--- config.mk ---
export PLATFORM = sky130hd
export DESIGN_NAME = load_store_unit
export DESIGN_NICKNAME = d
export VERILOG_FILES = /design/src/rtl/lsu_pkg.sv /design/src/rtl/lsu_load_align.sv /design/src/rtl/load_store_unit.sv
export SDC_FILE = /design/constraint.sdc
export NUM_CORES = 1
export LEC_CHECK = 0
export ABC_AREA = 1
export CAP_MARGIN = 20
export CORE_ASPECT_RATIO = 1.25
export CORE_MARGIN = 3
export CORE_UTILIZATION = 40
export CTS_CLUSTER_DIAMETER = 100
export CTS_CLUSTER_SIZE = 30
export DETAILED_ROUTE_END_ITERATION = 10
export GPL_TIMING_DRIVEN = 1
export PLACE_DENSITY = 0.74
export SYNTH_ARGS = -nofsm -noshare
export SYNTH_HDL_FRONTEND = slang
export SYNTH_SLANG_ARGS = --single-unit
--- constraint.sdc ---
create_clock -name clk -period 2.4 [get_ports clk]
set_clock_uncertainty 0.2 [all_clocks]
set_input_delay 0.48 -clock clk [delete_from_list [all_inputs] [get_ports clk]]
set_output_delay 0.48 -clock clk [all_outputs]
set_load 0.01 [all_outputs]
--- src/rtl/lsu_pkg.sv ---
// Shared encodings and lane helpers for the load/store unit.
package lsu_pkg;

  localparam logic [1:0] SIZE_B = 2'b00;
  localparam logic [1:0] SIZE_H = 2'b01;
  localparam logic [1:0] SIZE_W = 2'b10;
  localparam logic [1:0] SIZE_X = 2'b11;

  typedef enum logic [1:0] {
    ST_IDLE  = 2'b00,
    ST_ISSUE = 2'b01,
    ST_LOAD  = 2'b10,
    ST_RESP  = 2'b11
  } lsu_state_t;

  // Effective byte offset once low address bits are truncated to the access size.
  function automatic logic [1:0] eff_off(input logic [1:0] size, input logic [1:0] off);
    case (size)
      SIZE_B:  eff_off = off;
      SIZE_H:  eff_off = {off[1], 1'b0};
      default: eff_off = 2'b00;
    endcase
  endfunction

  function automatic logic misaligned(input logic [1:0] size, input logic [1:0] off);
    case (size)
      SIZE_H:  misaligned = off[0];
      SIZE_W:  misaligned = (off != 2'b00);
      default: misaligned = 1'b0;
    endcase
  endfunction

  function automatic logic [3:0] store_mask(input logic [1:0] size, input logic [1:0] off);
    case (size)
      SIZE_B:  store_mask = 4'b0001 << eff_off(size, off);
      SIZE_H:  store_mask = 4'b0011 << eff_off(size, off);
      default: store_mask = 4'b1111;
    endcase
  endfunction

  function automatic logic [31:0] store_data(input logic [1:0] size, input logic [31:0] wdata);
    case (size)
      SIZE_B:  store_data = {4{wdata[7:0]}};
      SIZE_H:  store_data = {2{wdata[15:0]}};
      default: store_data = wdata;
    endcase
  endfunction

endpackage

--- src/rtl/lsu_load_align.sv ---
// Combinational lane select and sign/zero extension of memory read data.
module lsu_load_align
  import lsu_pkg::*;
(
  input  logic [1:0]  size,
  input  logic        is_unsigned,
  input  logic [1:0]  off,
  input  logic [31:0] mem_rdata,
  output logic [31:0] data_c
);

  logic [7:0]  byte_c;
  logic [15:0] half_c;

  always_comb begin
    byte_c = mem_rdata[7:0];
    case (off)
      2'd1:    byte_c = mem_rdata[15:8];
      2'd2:    byte_c = mem_rdata[23:16];
      2'd3:    byte_c = mem_rdata[31:24];
      default: byte_c = mem_rdata[7:0];
    endcase
    // off[0] is ignored for halves: misaligned halves either trap or truncate upstream
    half_c = off[1] ? mem_rdata[31:16] : mem_rdata[15:0];
    case (size)
      SIZE_B:  data_c = {{24{~is_unsigned & byte_c[7]}}, byte_c};
      SIZE_H:  data_c = {{16{~is_unsigned & half_c[15]}}, half_c};
      default: data_c = mem_rdata;
    endcase
  end

endmodule

--- src/rtl/load_store_unit.sv ---
// CPU load/store unit: one outstanding request, byte/half/word lanes to a word memory.
// Optional misalignment trap: define LSU_MISALIGN_TRAP_EN.
module load_store_unit
  import lsu_pkg::*;
#(
  parameter int unsigned ADDR_W = 32
) (
  input  logic              clk,
  input  logic              resetn,
  input  logic              req_valid,
  output logic              req_ready,
  input  logic              req_we,
  input  logic [1:0]        req_size,
  input  logic              req_unsigned,
  input  logic [ADDR_W-1:0] req_addr,
  input  logic [31:0]       req_wdata,
  output logic              rsp_valid,
  output logic [31:0]       rsp_rdata,
  output logic              rsp_err,
  output logic [ADDR_W-1:0] mem_addr,
  output logic              mem_rstrb,
  output logic [31:0]       mem_wdata,
  output logic [3:0]        mem_wmask,
  input  logic [31:0]       mem_rdata
);

  lsu_state_t  state;
  logic        we_q;
  logic        uns_q;
  logic [1:0]  size_q;
  logic [1:0]  off_q;
  logic        reject_c;
  logic [31:0] load_data_c;

`ifdef LSU_MISALIGN_TRAP_EN
  assign reject_c = (req_size == SIZE_X) || misaligned(req_size, req_addr[1:0]);
`else
  assign reject_c = (req_size == SIZE_X);
`endif

  lsu_load_align u_load_align (
    .size        (size_q),
    .is_unsigned (uns_q),
    .off         (off_q),
    .mem_rdata   (mem_rdata),
    .data_c      (load_data_c)
  );

  // Request FSM; strobes and response fields default to idle each cycle.
  always_ff @(posedge clk or negedge resetn) begin
    if (!resetn) begin
      state     <= ST_IDLE;
      req_ready <= 1'b1;
      we_q      <= 1'b0;
      uns_q     <= 1'b0;
      size_q    <= SIZE_B;
      off_q     <= 2'b00;
      rsp_valid <= 1'b0;
      rsp_err   <= 1'b0;
      rsp_rdata <= '0;
      mem_addr  <= '0;
      mem_rstrb <= 1'b0;
      mem_wdata <= '0;
      mem_wmask <= '0;
    end else begin
      rsp_valid <= 1'b0;
      rsp_err   <= 1'b0;
      rsp_rdata <= '0;
      mem_rstrb <= 1'b0;
      mem_wmask <= '0;
      case (state)
        ST_IDLE: begin
          if (req_valid && req_ready) begin
            req_ready <= 1'b0;
            we_q      <= req_we;
            uns_q     <= req_unsigned;
            size_q    <= req_size;
            off_q     <= req_addr[1:0];
            mem_addr  <= {req_addr[ADDR_W-1:2], 2'b00};
            if (reject_c) begin
              state     <= ST_RESP;
              rsp_valid <= 1'b1;
              rsp_err   <= 1'b1;
            end else begin
              state <= ST_ISSUE;
              if (req_we) begin
                mem_wmask <= store_mask(req_size, req_addr[1:0]);
                mem_wdata <= store_data(req_size, req_wdata);
              end else begin
                mem_rstrb <= 1'b1;
              end
            end
          end
        end
        ST_ISSUE: begin
          if (we_q) begin
            state     <= ST_RESP;
            rsp_valid <= 1'b1;
          end else begin
            state <= ST_LOAD;
          end
        end
        ST_LOAD: begin
          state     <= ST_RESP;
          rsp_valid <= 1'b1;
          rsp_rdata <= load_data_c;
        end
        ST_RESP: begin
          state     <= ST_IDLE;
          req_ready <= 1'b1;
        end
        default: begin
          state     <= ST_IDLE;
          req_ready <= 1'b1;
        end
      endcase
    end
  end

endmodule

# --- Yosys cells after proc, flatten, opt, wreduce, memory -nomap -nowiden ---
# Cells that the tools add are included.
classes:
  add_sub_neg: 0
  n_mul: 0
  n_div: 0
  order_cmp: 0
  eq_ne: 10
  n_shift: 2
  mux: 35
  n_bitwise: 4
  n_reduce_logical: 8
op_table:
  columns: ["operator", "count"]
  rows:
  - ["32-bit one-hot mux with 2 select lines", 2]
  - ["32-bit two-way mux", 1]
  - ["2-bit two-way mux", 12]
  - ["8-bit one-hot mux with 3 select lines", 1]
  - ["16-bit two-way mux", 1]
  - ["4-bit two-way mux", 4]
  - ["2-bit == test (second input constant)", 5]
  - ["1-bit two-way mux", 10]
  - ["2-bit by 1-bit == test with 1-bit output (second input constant)", 4]
  - ["2-bit one-hot mux with 4 select lines", 1]
  - ["4-bit one-hot mux with 2 select lines", 1]
  - ["2-bit zero test", 3]
  - ["2-bit AND reduction", 2]
  - ["4-bit AND reduction", 1]
  - ["1-bit by 2-bit << shifter with 4-bit output (first input constant)", 1]
  - ["2-bit by 2-bit << shifter with 4-bit output (first input constant)", 1]
  - ["1-bit one-hot mux with 3 select lines", 1]
  - ["1-bit bitwise AND", 2]
  - ["2-bit inequality test (second input constant)", 1]
  - ["1-bit inverter", 2]
  - ["1-bit one-hot mux with 2 select lines", 1]
  - ["2-bit nonzero test", 1]
  - ["1-bit logical AND", 1]
word_totals:
  register_bits: 110
  latch_bits: 0
  ramBits: 0
  rom_bits: 0
  inputBits: 103
  out_inout_bits: 104
  elab_cells: 72
  mem_count: 0

# --- Logic depth before layout (Yosys ltp) ---
depth:
  depth_word: 12
  mapped_depth: 11
  mapped_depth_nobuf: 9

# --- Cells and area by module ---
# From an unflattened synthesis, not the netlist that was laid out.
hier_totals:
  cells_unflattened: 694
  area_unflattened_um2: 5362.6
modules_own_cells:
  columns: ["mod", "instances", "cells_each", "area_each_um2", "seq_area_each_um2"]
  rows:
  - ["load_store_unit", 1, 525, 4483.0, 2753.9]
  - ["lsu_load_align", 1, 169, 879.6, 0.0]

# --- Worst setup path after synthesis ---
# OpenSTA, ideal clock, no wires.
synth_path:
  kind: "reg-to-reg"
  startpoint: "reg state[0]"
  endpoint: "reg mem_wdata[10]"
  setup_ns: 0.132
  arrival_time_ns: 1.459
  setup_slack_ns: 0.609
  stages_incl_launch_ff: 12
  n_path_buf: 2
  period_less_slack_ns: 1.791
  cell_sequence: "dfrtp_1 > inv_1 > ha_1 > inv_2 > nor2_4 > nand2_2 > nor2_4 > inv_2 > buf_2 > buf_6 > nand2_1 > o21ai_1"
synth_between:
  elab_chain_cells: 2
synth_lines:
  columns: ["element", "line_no", "text"]
  rows:
  - ["start: declaration", "load_store_unit.sv:27", "lsu_state_t state;"]
  - ["start signal: assignment", "load_store_unit.sv:52", "state <= ST_IDLE;"]
  - ["start signal: assignment", "load_store_unit.sv:81", "state <= ST_RESP;"]
  - ["start signal: assignment", "load_store_unit.sv:85", "state <= ST_ISSUE;"]
  - ["2-bit zero test", "load_store_unit.sv:71", "case (state)"]
  - ["4-bit AND reduction (no source line)", null, null]
  - ["end signal: assignment", "load_store_unit.sv:88", "mem_wdata <= store_data(req_size, req_wdata);"]
  - ["end: declaration", "load_store_unit.sv:22", "output logic [31:0] mem_wdata,"]
# Every way passes these cells.
# A chain may end at the register's enable or synchronous reset.

# --- Final worst setup path ---
layout_path:
  startpoint: "reg req_ready"
  endpoint: "out req_ready"
layout_rtl:
  columns: ["element", "line_no", "text"]
  rows:
  - ["start: declaration", "load_store_unit.sv:11", "output logic req_ready,"]
  - ["start signal: assignment", "load_store_unit.sv:53", "req_ready <= 1'b1;"]
  - ["start signal: assignment", "load_store_unit.sv:74", "req_ready <= 1'b0;"]
  - ["start signal: assignment", "load_store_unit.sv:110", "req_ready <= 1'b1;"]
# No word-level cell between the ends.

==> reports/metrics.cfg <==
[yosys]
synth_commonest_cells=nand2_1, dfrtp_1, nor2_1
postSynthCellCount=605
ys_types=33
synth_edf_count=0
synth_most_common_cell=nand2_1
synth_largest_area_cell=dfrtp_1
syn_area_sq_mm=0.00497
muxShareOfSynthArea_pct=0
synth_compound_area_share_pct=9.59
synthFlopType=dfrtp_1
synth-seq-cells=110
async_reset_ff_share_pct=100
synth_area_leaders=dfrtp_1, nand2_1, nor2_1, a21oi_1, o21ai_0
yosysTopAreaCellShare_pct=54.9
synth_fa_ha_area_share_pct=1.01
syn_avg_cell_area_sq_um=8.21
synth-simple-area-share_pct=27.5
synth_top_family_by_area=simple AND/OR/NAND/NOR gates
yosysWarnings=0
synth_xor_area_share_pct=0
ys_seq_area_share_pct=55.4

[setup_path]
worstPathArrival_ns=1.45
critPathLaunchType=flop
cp_num_buf_inv=1
slowest_delay_ns=0.57
worstPathRequired_ns=1.72
critPathMaxFanout=3
criticalPathCategory=flop to output port
critical_path_depth=1
path_cells=clkdlybuf4s50_1
crit_path_end_kind=output port
cp_top_family=buffers and inverters
slowest_stage=clkdlybuf4s50_1
rr_worst_depth=8

[route]
firstDrtPassIters=5
final_antenna_net_count=0
via_count=4743
drc_errors=0
via_per_inst=4.88
finalWirelength_mm=15.3
drt-initial-drc-count=259
wl_per_cell_um=15.8

[global_route]
grt_pass1_wl_mm=24.5
grt_max_degree=39
grt-ovfl-total=0
grt_pass1_vias=4847
grt_usage_pct=22.5
antenna_found_initial=0

[die]
fp.dieH_um=131
die_area_sq_mm=0.0138
io_pins=207
fp.dieW_um=106
core_sq_mm=0.0119
rows=44
start_util_pct=41.8

[sta]
clock.fmax_ghz=0.469
relSlewSlack_pct=51.0
setup_tns_ns=0
fin_crit_sh_pct=88.9
hold_violations=0
grt_setup_unrepaired=no
drv_slew=0
min_period_ns=2.13
hold_slack_ns=0.271
tightest_slew_ns=0.735
setup_viol=0

[placed_design]
dp_hpwl_mm=11.5
gp_congestion=0.919
port_buffers=204
placed_cells=955

[final_layout]
n_fill_cell=1039
fin_util_pct=63.1
final_nets=913
num_antenna_cells=0
area_growth_pct=51.0
final_cells=971
drive_gt1_share_pct=7.28

[clock_tree]
clock_path_buffers=2
clk_pin_slew_ns=0.07
cts_sinks=110
cts_tree=built
cts.htree.levels=3
root_buffer=clkbuf_16
clk_latency_ns=0.34
numCtsBuffers=9

[power]
power.leakage_uw=0.00364
power_density_mw_per_mm2=1160
ir_drop_uv=589

[worst_hold_path]
holdPathStages=2
min_path_type=flop to flop

[run_status]
status=complete, no violations

[job]
max-cap-violations=0

==> repair_timing <==
action | in CTS | in global routing
hold buffers | 1 | 0
endpoints found under the setup margin | 0 | 5
setup buffers | 0 | 0
hold endpoints to repair | 33 | 0
gates resized for setup | 0 | 1
==> worst paths after layout <==
kind	endpoint	from	slack [ns]
setup reg to reg	mem_wdata[27]	state[0]	0.42
max in group asynchronous	mem_wmask[1]	resetn	0.91
hold / removal	mem_addr[15]	mem_addr[15]	0.27
min in group asynchronous	rsp_rdata[2]	resetn	0.46
hold reg to reg	mem_addr[15]	mem_addr[15]	0.27
setup / recovery	req_ready	req_ready	0.27
==> layout make-up <==
type / instances / area [sq um] / area share [%]
clock buffer: 10 / 229 / 3.05
multi-input combinational: 425 / 1900 / 25.4
tap: 161 / 201 / 2.69
timing repair buffer: 221 / 2210 / 29.4
inverter: 39 / 146 / 1.95
sequential: 110 / 2750 / 36.7
clock inverter: 5 / 60.1 / 0.801
==> layer usage <==
layer  global-route usage [%]  vias up  wire length (um)
li1                         -     2303                 -
met1                     27.7     2196              5900
met2                     37.9      224              7550
met3                     7.32       20              1500
met4                     7.55        0               354
met5                        0        -                 0
==> layout by cell type (no fill, tap or decap), types with 2 or more instances in the layout <==
cell	netlist	routed
nand2_1	244	244
clkdlybuf4s50_1	0	203
dfrtp_1	109	109
nor2_1	41	40
inv_1	33	33
a21oi_1	28	28
o21ai_0	27	27
nand3_1	25	25
buf_4	4	14
nor2_2	10	11
o21ai_1	10	10
a31oi_1	9	9
clkbuf_16	0	9
o211ai_1	6	6
inv_2	5	5
nor3_1	4	4
ha_1	4	4
buf_12	0	3
nand3_2	2	2
nand2_2	2	2
o22ai_1	2	2
nor2_4	2	2
conb_1	1	2
==> where the power goes <==
part	switching, uW	total, uW	internal [uW]	leakage, uW
sequential	467	3100	2640	0.00141
combinational	2080	4100	2020	0.00209
clock	672	1480	809	0.000139
total	3220	8680	5460	0.00364
==> state kept, by name, summed over array words and instances, names as in the netlist <==
register / count
uns_q: 1
we_q: 1
mem_wdata: 32
state: 2
mem_addr: 30
size_q: 2
rsp_err: 1
rsp_valid: 1
off_q: 2
mem_wmask: 4
rsp_rdata: 32
mem_rstrb: 1
req_ready: 1
==> cells by family (layout without fill, tap and decap cells) <==
family | after synthesis | after routing
compound gates | 86 | 86
fa+ha+maj | 4 | 4
buf+inv | 71 | 275
flops | 110 | 110
other cells | 1 | 2
simple gates | 333 | 333
==> metrics by stage <==
step                      cell area [sq um]  total power [uW]  setup WS, ns
after floorplan                        4970              5050         0.609
after global routing                   7500              9290         0.153
after detailed placement               7200              7230        0.0591
after global placement                 7200              7110         0.139
final                                  7500              8680         0.267
after CTS                              7500              8740         0.197
Note: power is estimated with default switching activity, not from simulation.
